==> config.mk <==
export PLATFORM = sky130hd
export DESIGN_NAME = modmul_stream_ctrl_flat
export DESIGN_NICKNAME = d
export VERILOG_FILES = /design/src/rtl/modmul_stream_ctrl_if.sv /design/src/rtl/modmul_stream_ctrl.sv /design/src/flat_wrapper.sv
export SDC_FILE = /design/constraint.sdc
export NUM_CORES = 2
export LEC_CHECK = 0
export BUFFER_PORTS_ARGS = -buffer_cell sky130_fd_sc_hd__buf_2
export CAP_MARGIN = 5
export CORE_AREA = 2 2 313 315
export CTS_BUF_LIST = sky130_fd_sc_hd__clkbuf_8
export CTS_CLUSTER_SIZE = 28
export DETAILED_ROUTE_END_ITERATION = 8
export DIE_AREA = 0 0 315 317
export PLACE_DENSITY = 0.65
export SYNTH_ARGS = -nofsm -noshare
export SYNTH_HDL_FRONTEND = slang
export SYNTH_SLANG_ARGS = --single-unit
export TNS_END_PERCENT = 20
==> constraint.sdc <==
create_clock -name clock -period 4.4 [get_ports clock]
set_input_delay 0.22 -clock clock [delete_from_list [all_inputs] [get_ports clock]]
set_output_delay 0.22 -clock clock [all_outputs]
set_load 0.01 [all_outputs]
==> src/rtl/modmul_stream_ctrl_if.sv <==
// Bundle of the byte-stream, multiplier and status signals around modmul_stream_ctrl.
// master = the controller, slave = the surrounding UART/multiplier environment.
`timescale 1ns/1ps
interface modmul_stream_ctrl_if #(
    parameter int WIDTH = 256
);
    logic [7:0]       rx_data;
    logic             rx_valid;
    logic [WIDTH-1:0] mul_x;
    logic [WIDTH-1:0] mul_y;
    logic             mul_in_valid;
    logic             mul_out_valid;
    logic [WIDTH-1:0] mul_q;
    logic [7:0]       tx_data;
    logic             tx_valid;
    logic             tx_ready;
    logic             busy;
    logic             overrun;
    logic             timeout;
    logic [15:0]      job_count;
    logic [2:0]       state_dbg;

    // Handshakes: rx_valid has no back-pressure; a tx byte moves on a cycle where
    // tx_valid && tx_ready, and tx_data/tx_valid hold while tx_valid && !tx_ready.
    modport master (
        input  rx_data, rx_valid, mul_out_valid, mul_q, tx_ready,
        output mul_x, mul_y, mul_in_valid, tx_data, tx_valid,
        output busy, overrun, timeout, job_count, state_dbg
    );

    modport slave (
        output rx_data, rx_valid, mul_out_valid, mul_q, tx_ready,
        input  mul_x, mul_y, mul_in_valid, tx_data, tx_valid,
        input  busy, overrun, timeout, job_count, state_dbg
    );
endinterface

==> src/rtl/modmul_stream_ctrl.sv <==
// Assembles two WIDTH-bit operands from received bytes, starts the multiplier,
// then streams the result back out LSB-first with overrun/timeout fault flags.
`timescale 1ns/1ps
module modmul_stream_ctrl #(
    parameter int WIDTH   = 256,
    parameter int TIMEOUT = 4096
) (
    input  logic                  clock,
    input  logic                  reset_all,
    modmul_stream_ctrl_if.master  bus
);
    localparam int NB     = WIDTH / 8;
    localparam int CNT_W  = $clog2(NB);
    localparam int WAIT_W = $clog2(TIMEOUT);

    typedef enum logic [2:0] {
        S_LOAD_X = 3'd0,
        S_LOAD_Y = 3'd1,
        S_ISSUE  = 3'd2,
        S_WAIT   = 3'd3,
        S_SEND   = 3'd4
    } state_t;

    state_t           state_q, state_d;
    logic [CNT_W-1:0] byte_cnt_q, byte_cnt_d;
    logic [WAIT_W-1:0] wait_cnt_q, wait_cnt_d;
    logic [WIDTH-1:0] mul_x_q, mul_x_d;
    logic [WIDTH-1:0] mul_y_q, mul_y_d;
    logic [WIDTH-1:0] result_q, result_d;
    logic             overrun_q, overrun_d;
    logic             timeout_q, timeout_d;
    logic [15:0]      job_count_q, job_count_d;

    logic last_byte;
    assign last_byte = (byte_cnt_q == CNT_W'(NB - 1));

    always_ff @(posedge clock) begin
        if (reset_all) begin
            state_q     <= S_LOAD_X;
            byte_cnt_q  <= '0;
            wait_cnt_q  <= '0;
            mul_x_q     <= '0;
            mul_y_q     <= '0;
            result_q    <= '0;
            overrun_q   <= 1'b0;
            timeout_q   <= 1'b0;
            job_count_q <= '0;
        end else begin
            state_q     <= state_d;
            byte_cnt_q  <= byte_cnt_d;
            wait_cnt_q  <= wait_cnt_d;
            mul_x_q     <= mul_x_d;
            mul_y_q     <= mul_y_d;
            result_q    <= result_d;
            overrun_q   <= overrun_d;
            timeout_q   <= timeout_d;
            job_count_q <= job_count_d;
        end
    end

    always_comb begin
        state_d     = state_q;
        byte_cnt_d  = byte_cnt_q;
        wait_cnt_d  = wait_cnt_q;
        mul_x_d     = mul_x_q;
        mul_y_d     = mul_y_q;
        result_d    = result_q;
        overrun_d   = overrun_q;
        timeout_d   = timeout_q;
        job_count_d = job_count_q;

        // Bytes arriving outside the load phases are dropped and flagged.
        if (bus.rx_valid && (state_q == S_ISSUE || state_q == S_WAIT || state_q == S_SEND)) begin
            overrun_d = 1'b1;
        end

        case (state_q)
            S_LOAD_X: begin
                if (bus.rx_valid) begin
                    mul_x_d[8*byte_cnt_q +: 8] = bus.rx_data;
                    if (last_byte) begin
                        byte_cnt_d = '0;
                        state_d    = S_LOAD_Y;
                    end else begin
                        byte_cnt_d = byte_cnt_q + CNT_W'(1);
                    end
                end
            end
            S_LOAD_Y: begin
                if (bus.rx_valid) begin
                    mul_y_d[8*byte_cnt_q +: 8] = bus.rx_data;
                    if (last_byte) begin
                        byte_cnt_d = '0;
                        state_d    = S_ISSUE;
                    end else begin
                        byte_cnt_d = byte_cnt_q + CNT_W'(1);
                    end
                end
            end
            S_ISSUE: begin
                wait_cnt_d = '0;
                state_d    = S_WAIT;
            end
            S_WAIT: begin
                if (bus.mul_out_valid) begin
                    result_d = bus.mul_q;
                    state_d  = S_SEND;
                end else if (wait_cnt_q == WAIT_W'(TIMEOUT - 1)) begin
                    timeout_d = 1'b1;
                    state_d   = S_LOAD_X;
                end else begin
                    wait_cnt_d = wait_cnt_q + WAIT_W'(1);
                end
            end
            S_SEND: begin
                // The result only shifts on a handshake, so a stalled byte stays put.
                if (bus.tx_ready) begin
                    result_d = result_q >> 8;
                    if (last_byte) begin
                        byte_cnt_d  = '0;
                        job_count_d = job_count_q + 16'd1;
                        state_d     = S_LOAD_X;
                    end else begin
                        byte_cnt_d = byte_cnt_q + CNT_W'(1);
                    end
                end
            end
            default: begin
                state_d = S_LOAD_X;
            end
        endcase
    end

    // Every output decodes straight from flops; nothing passes combinationally from inputs.
    assign bus.mul_x        = mul_x_q;
    assign bus.mul_y        = mul_y_q;
    assign bus.mul_in_valid = (state_q == S_ISSUE);
    assign bus.tx_valid     = (state_q == S_SEND);
    assign bus.tx_data      = result_q[7:0];
    assign bus.busy         = (state_q != S_LOAD_X);
    assign bus.overrun      = overrun_q;
    assign bus.timeout      = timeout_q;
    assign bus.job_count    = job_count_q;
    assign bus.state_dbg    = state_q;
endmodule

==> src/flat_wrapper.sv <==
// flat-port wrapper written by rule: the top's interface ports become plain ports
module modmul_stream_ctrl_flat 
#(
    parameter int WIDTH   = 256,
    parameter int TIMEOUT = 4096
)
  (clock, reset_all, bus_rx_data, bus_rx_valid, bus_mul_out_valid, bus_mul_q, bus_tx_ready, bus_mul_x, bus_mul_y, bus_mul_in_valid, bus_tx_data, bus_tx_valid, bus_busy, bus_overrun, bus_timeout, bus_job_count, bus_state_dbg);
  modmul_stream_ctrl_if #(.WIDTH(WIDTH)) bus_i ();
  input  logic clock;
  input  logic reset_all;
  input wire logic [$bits(bus_i.rx_data)-1:0] bus_rx_data;
  input wire logic [$bits(bus_i.rx_valid)-1:0] bus_rx_valid;
  input wire logic [$bits(bus_i.mul_out_valid)-1:0] bus_mul_out_valid;
  input wire logic [$bits(bus_i.mul_q)-1:0] bus_mul_q;
  input wire logic [$bits(bus_i.tx_ready)-1:0] bus_tx_ready;
  output wire logic [$bits(bus_i.mul_x)-1:0] bus_mul_x;
  output wire logic [$bits(bus_i.mul_y)-1:0] bus_mul_y;
  output wire logic [$bits(bus_i.mul_in_valid)-1:0] bus_mul_in_valid;
  output wire logic [$bits(bus_i.tx_data)-1:0] bus_tx_data;
  output wire logic [$bits(bus_i.tx_valid)-1:0] bus_tx_valid;
  output wire logic [$bits(bus_i.busy)-1:0] bus_busy;
  output wire logic [$bits(bus_i.overrun)-1:0] bus_overrun;
  output wire logic [$bits(bus_i.timeout)-1:0] bus_timeout;
  output wire logic [$bits(bus_i.job_count)-1:0] bus_job_count;
  output wire logic [$bits(bus_i.state_dbg)-1:0] bus_state_dbg;
  assign bus_i.rx_data = bus_rx_data;
  assign bus_i.rx_valid = bus_rx_valid;
  assign bus_i.mul_out_valid = bus_mul_out_valid;
  assign bus_i.mul_q = bus_mul_q;
  assign bus_i.tx_ready = bus_tx_ready;
  assign bus_mul_x = bus_i.mul_x;
  assign bus_mul_y = bus_i.mul_y;
  assign bus_mul_in_valid = bus_i.mul_in_valid;
  assign bus_tx_data = bus_i.tx_data;
  assign bus_tx_valid = bus_i.tx_valid;
  assign bus_busy = bus_i.busy;
  assign bus_overrun = bus_i.overrun;
  assign bus_timeout = bus_i.timeout;
  assign bus_job_count = bus_i.job_count;
  assign bus_state_dbg = bus_i.state_dbg;
  modmul_stream_ctrl #(.WIDTH(WIDTH), .TIMEOUT(TIMEOUT)) u_core (.clock(clock), .reset_all(reset_all), .bus(bus_i));
endmodule
; ---- After elaboration in Yosys (flattened, before gate mapping)
; Cells that the tools add are included.
[word_totals]
reg_bits = 806
input_bits = 269
output_inout_bits = 544
wordCells = 71
[classes]
n_addsub = 4
n_eq_ne = 17
n_shift = 2
mux = 21
bitwise = 1
n_reduce_logical = 17
[ops]
columns = op, n
row1 = 256-bit bitwise mux, 2
row2 = 256-bit 2-to-1 mux, 2
row3 = 256-bit one-hot mux with 2 select lines, 1
row4 = 8-bit by 34-bit variable shift with 256-bit output (first input constant), 1
row5 = 8-bit by 34-bit indexed part select with 256-bit output, 1
row6 = 8-bit negator with 34-bit output, 1
row7 = 12-bit 2-to-1 mux, 2
row8 = 3-bit 2-to-1 mux, 8
row9 = 12-bit one-hot mux with 2 select lines, 1
row10 = 16-bit by 1-bit adder with 16-bit output (second input constant), 1
row11 = 5-bit 2-to-1 mux, 3
row12 = 3-bit one-hot mux with 5 select lines, 1
row13 = 3-bit AND reduction, 5
row14 = 12-bit by 1-bit adder with 12-bit output (second input constant), 1
row15 = 12-bit equality test (second input constant), 1
row16 = 2-bit inequality test (second input constant), 6
row17 = 5-bit one-hot mux with 2 select lines, 1
row18 = 2-bit by 1-bit inequality test with 1-bit output (second input constant), 4
row19 = 7-bit AND reduction, 1
row20 = 3-bit by 2-bit equality test with 1-bit output (second input constant), 2
row21 = 2-bit nonzero test, 3
row22 = 5-bit by 1-bit adder with 5-bit output (second input constant), 1
row23 = 5-bit equality test (second input constant), 1
row24 = 2-bit AND reduction, 2
row25 = other kinds (9), 10

; ---- Longest topological paths before layout
[depth]
depth_word = 4
depth_mapped = 14
mapped_depth_nobuf = 9

; ---- Least setup slack after synthesis
; OpenSTA, ideal clock, no wires.
[synth_path]
kind = reg-to-reg
from = register u_core.byte_cnt_q[0]
to = register u_core.mul_x_q[32] (netlist: u_core.bus.mul_x[32])
setup_time_ns = 0.125
arrival_time_ns = 3.185
t_required_ns = 4.275
path_slack_ns = 1.089
path_stages_with_launch = 14
n_path_buf = 4
period_less_slack_ns = 3.311
cell_sequence = dfxtp_1 -> buf_2 -> buf_2 -> inv_1 -> ha_1 -> or3b_2 -> inv_1 -> ha_1 -> buf_2 -> inv_1 -> nor3_2 -> buf_4 -> nand3_2 -> mux2i_1
[synth_between]
elab_chain_cells = 3
elab_cells_between_ends = 4
classes_between = add/sub (1) / shift (2) / mux (1)
[synth_rtl]
columns = item, line_no
row1 = "start, declared", modmul_stream_ctrl.sv:25  ; logic [CNT_W-1:0] byte_cnt_q, byte_cnt_d;
row2 = "start signal, assigned", modmul_stream_ctrl.sv:50  ; byte_cnt_q <= byte_cnt_d;
row3 = 8-bit negator with 34-bit output *, modmul_stream_ctrl.sv:80  ; mul_x_d[8*byte_cnt_q +: 8] = bus.rx_data;
row4 = 8-bit by 34-bit indexed part select with 256-bit output / 8-bit by 34-bit variable shift with 256-bit output (equally long branches), modmul_stream_ctrl.sv:80
row5 = 256-bit bitwise mux *, modmul_stream_ctrl.sv:80
row6 = "end signal, assigned", modmul_stream_ctrl.sv:52  ; mul_x_q <= mul_x_d;
row7 = "end, declared", modmul_stream_ctrl.sv:27  ; logic [WIDTH-1:0] mul_x_q, mul_x_d;
; Mark *: on every way between the ends. The rest lies on a longest branch, timed or not.
; A chain may end at the register's enable or synchronous reset.

; ---- Worst setup path in the final report
[layout_path]
from = register u_core.state_q[0] (netlist: u_core.bus.state_dbg[0])
to = register u_core.result_q[122]
[layout_between]
elab_chain_cells = 3
elab_cells_between_ends = 7
classes_between = eq/ne (4) / mux (1) / reduce/logical (2)
[layout_rtl]
columns = item, line_no
row1 = "start, declared", modmul_stream_ctrl.sv:24  ; state_t state_q, state_d;
row2 = "start signal, assigned", modmul_stream_ctrl.sv:49  ; state_q <= state_d;
row3 = 3-bit equality test / 3-bit by 2-bit equality test with 1-bit output (equally long branches), modmul_stream_ctrl.sv:77  ; case (state_q)
row4 = 2-bit inequality test (no line) / 2-bit nonzero test (equally long branches), n/a
row5 = 3-bit AND reduction (no line), n/a
row6 = "end signal, assigned", modmul_stream_ctrl.sv:54  ; result_q <= result_d;
row7 = "end, declared", modmul_stream_ctrl.sv:29  ; logic [WIDTH-1:0] result_q, result_d;
; Parallel ways exist; a longest one is shown, timed or not.

==> impl_metrics.toml <==
[yosys]
async_flop_share_pct = 0
syn_area_per_cell_sq_um = 9.20
synth_edf_count = 0
yosys.area.top_type = "dfxtp_1"
synth_area_leaders = "dfxtp_1, mux2i_1, nand2b_1"
syn-instance-count = 3705
yosysWarnings = 0
synth_top_area_share_pct = 47.3
syn_nets = 3980
syn_area_sq_um = 34100
ys_seq_elements = 806
synth_cell_types = 66
ys_seq_area_share_pct = 47.3
synth_ff_type = "dfxtp_1"

[critical_path]
crit_chain = "or3b_4 -> buf_12 -> buf_4 -> nand2_1 -> a311oi_1 -> dlygate4sd3_1"
startpoint_type = "flop"
reg2reg_to = "u_core.result_q[122]$_SDFFE_PP0P_"
crit_family = "buffers and inverters"
critical_path_depth = 6
worstSetupEndpointType = "flop"
reg2reg_slack_ps = 640
crit_buf_inv = 3
crit_path_top_delay_cell = "dfxtp_1"
cp_max_fo = 175
ff2ff_path_depth = 6
crit_start = "u_core.bus.state_dbg[0]$_SDFFE_PP0P_"
path_class = "flop to flop"
critPathCapture = "u_core.result_q[122]$_SDFFE_PP0P_"
slowest_delay_ps = 730
crit_required_ps = 5160
arrival_ps = 4510
r2r_start = "u_core.bus.state_dbg[0]$_SDFFE_PP0P_"

[timing]
setup-violations-final = 0
setup_tns_ps = 0
whs_ps = 208
fin_crit_sh_pct = 85.4
maxSlewHeadroom_pct = 25.8
drv_slew = 0
fmax_mhz = 266
rsz0062_at_grt = "no"
fin_crit_ps = 3760
finalHoldViolCount = 0
tightestPinTransition_ps = 1110
clock_skew_ps = 48.8

[clocking]
clk_pin_slew_worst_paths_ps = 60
tritoncts = "done"
cts_sinks = 806
post_cts_resized = 0
numCtsBuffers = 142
cts_buffer_depth = 3
h-tree-depth = 4
post-cts-setup-buffers = 0
clk_latency_ps = 830
clockRootBuffer = "clkbuf_8"

[layout]
drive_gt1_share_pct = 24.0
syn_to_final_growth_pct = 31.5
fillers = 9125
nets = 4960

[detailed_routing]
routed-via-count = 32169
initialDrtViolationCount = 2942
drc_errors = 0
routedWlPerCell_um = 21.9
firstDrtPassIters = 6
viasPerCell = 5.30
drtAntennaViolNets = 0
drt_wl_total_um = 133000

[place]
gp_congestion = 0.866
dp_hpwl_um = 91100
io_buffers = 812

[pwr]
p_leak_nw = 20.2
power_density_nw_per_um2 = 338
ir_drop_mv = 0.221

[floorplan]
rows = 114
core-area_sq_um = 96300
fp.dieH_um = 317
die_x_um = 315
start_util_pct = 35.4
io_pins = 813
die_area_sq_um = 99900

[global_routing]
grt-ovfl-total = 0
grt_max_degree = 265
grt_usage_pct = 25.2
grt_pass1_wl_um = 192000
grt_antenna_before_repair = 11
grt_pass1_vias = 30509

[min_path]
hp-class = "input port to flop"
hp-start = "bus_mul_q[210]"

[outcome]
status = "complete, no violations"

[run]
drv_cap = 0
-- how the worst min path moves through the flow --
| stage | to | depth (start not counted) |
|---|---|---|
| floorplan | u_core.bus.overrun$_SDFFE_PP0P_ | 2 |
| global placement | u_core.bus.overrun$_SDFFE_PP0P_ | 2 |
| detailed placement | u_core.bus.overrun$_SDFFE_PP0P_ | 2 |
| CTS | u_core.result_q[248]$_SDFFE_PP0P_ | 4 |
| global route | u_core.result_q[160]$_SDFFE_PP0P_ | 4 |
| finish | u_core.result_q[210]$_SDFFE_PP0P_ | 4 |
-- routing by layer --
| metal | global-route usage, % | wire length, um |
|---|---|---|
| met5 | 0 | 21 |
| met4 | 11.9 | 5710 |
| met3 | 6.51 | 10600 |
| met2 | 42.2 | 64000 |
| met1 | 30.1 | 52500 |
-- power breakdown --
group / leakage [nW] / internal, W / total, W / switching, W
combinational: 12.1 / 0.000416 / 0.00105 / 0.000638
sequential: 6.49 / 0.00730 / 0.00731 / 0.00000360
clock: 1.59 / 0.00357 / 0.00681 / 0.00324
-- synth_stat cells, types with 4 or more instances --
cell      instances
buf_4            11
a22oi_1           8
clkbuf_1        251
nor3_1           12
ha_1              6
dfxtp_1         806
a311oi_1        248
or3_1            10
nand2_1         526
or4b_2            4
nand2b_1        445
nand4_1          89
nor4_1            4
nand4_2           7
nor4_4            4
o21ai_0          10
or4_1            38
buf_2            54
nor2_1          285
nand3_1         110
inv_1            14
mux2i_1         434
nand3_2          36
o31ai_1          87
and2_0            7
and3_1            5
and4_1            4
or2_2             4
xnor2_1           7
a21oi_1         109
buf_1            18
-- cell usage in the layout (no fill, tap or decap), types with 12 or more instances in the layout --
cell and n:
a21oi_1 109, a311oi_1 248, buf_12 12, buf_2 811
buf_4 48, clkbuf_8 171, dfxtp_1 806, dlygate4sd3_1 298
inv_1 65, mux2i_1 433, nand2_1 526, nand2b_1 445
nand3_1 110, nand3_2 36, nand4_1 89, nor2_1 279
o31ai_1 87, or4_1 38
-- cell type report --
class	instances	area, sq um	area share (%)
multi-input cells	2551	16600	37.1
flip-flops and latches	806	16100	36.0
repair buffers	1170	7660	17.1
clock buffers	171	2350	5.25
well taps	1276	1600	3.56
clock inverters	70	360	0.804
inverters	14	57.6	0.128
diodes	11	27.5	0.0614
-- stage by stage --
step	setup WS (ps)	std cells	total power, W	area [sq um]	util (%)
floorplan	1090	3705	0.00790	34100	-
global placement	884	5519	0.00830	39100	40.6
detailed placement	775	5519	0.00830	39100	40.6
CTS	708	6058	0.0153	44800	46.5
global route	400	6067	0.0157	44800	46.6
finish	642	6069	0.0152	44800	46.6
-- state kept, by name, summed over array words and instances, names as in the netlist --
name,count
u_core.result_q,256
u_core.byte_cnt_q,5
u_core.bus.state_dbg,3
u_core.wait_cnt_q,12
u_core.bus.overrun,1
u_core.bus.timeout,1
u_core.bus.mul_x,256
u_core.bus.job_count,16
u_core.bus.mul_y,256
-- timing repair --
| item | CTS | global route |
|---|---|---|
| endpoints found under the hold margin | 304 | 0 |
| hold buffers | 298 | 0 |
| endpoints found under the setup margin | 0 | 0 |
-- worst register-to-register path, cell delays in order, from the launching register on --
cell and delay, ps:
dfxtp_1 730, or3b_4 510, buf_12 550, buf_4 870
nand2_1 180, a311oi_1 300, dlygate4sd3_1 580
-- cell families after synthesis --
family,synth area share [%]
buffers and inverters,4.15
and+or+nand+nor,24.6
xor gates and xnor gates,0.352
adders and majority gates,0.220
DFF,47.3
muxes,12.8
AOI/OAI and AO/OA,10.6
Note: power is estimated with default switching activity, not from simulation.
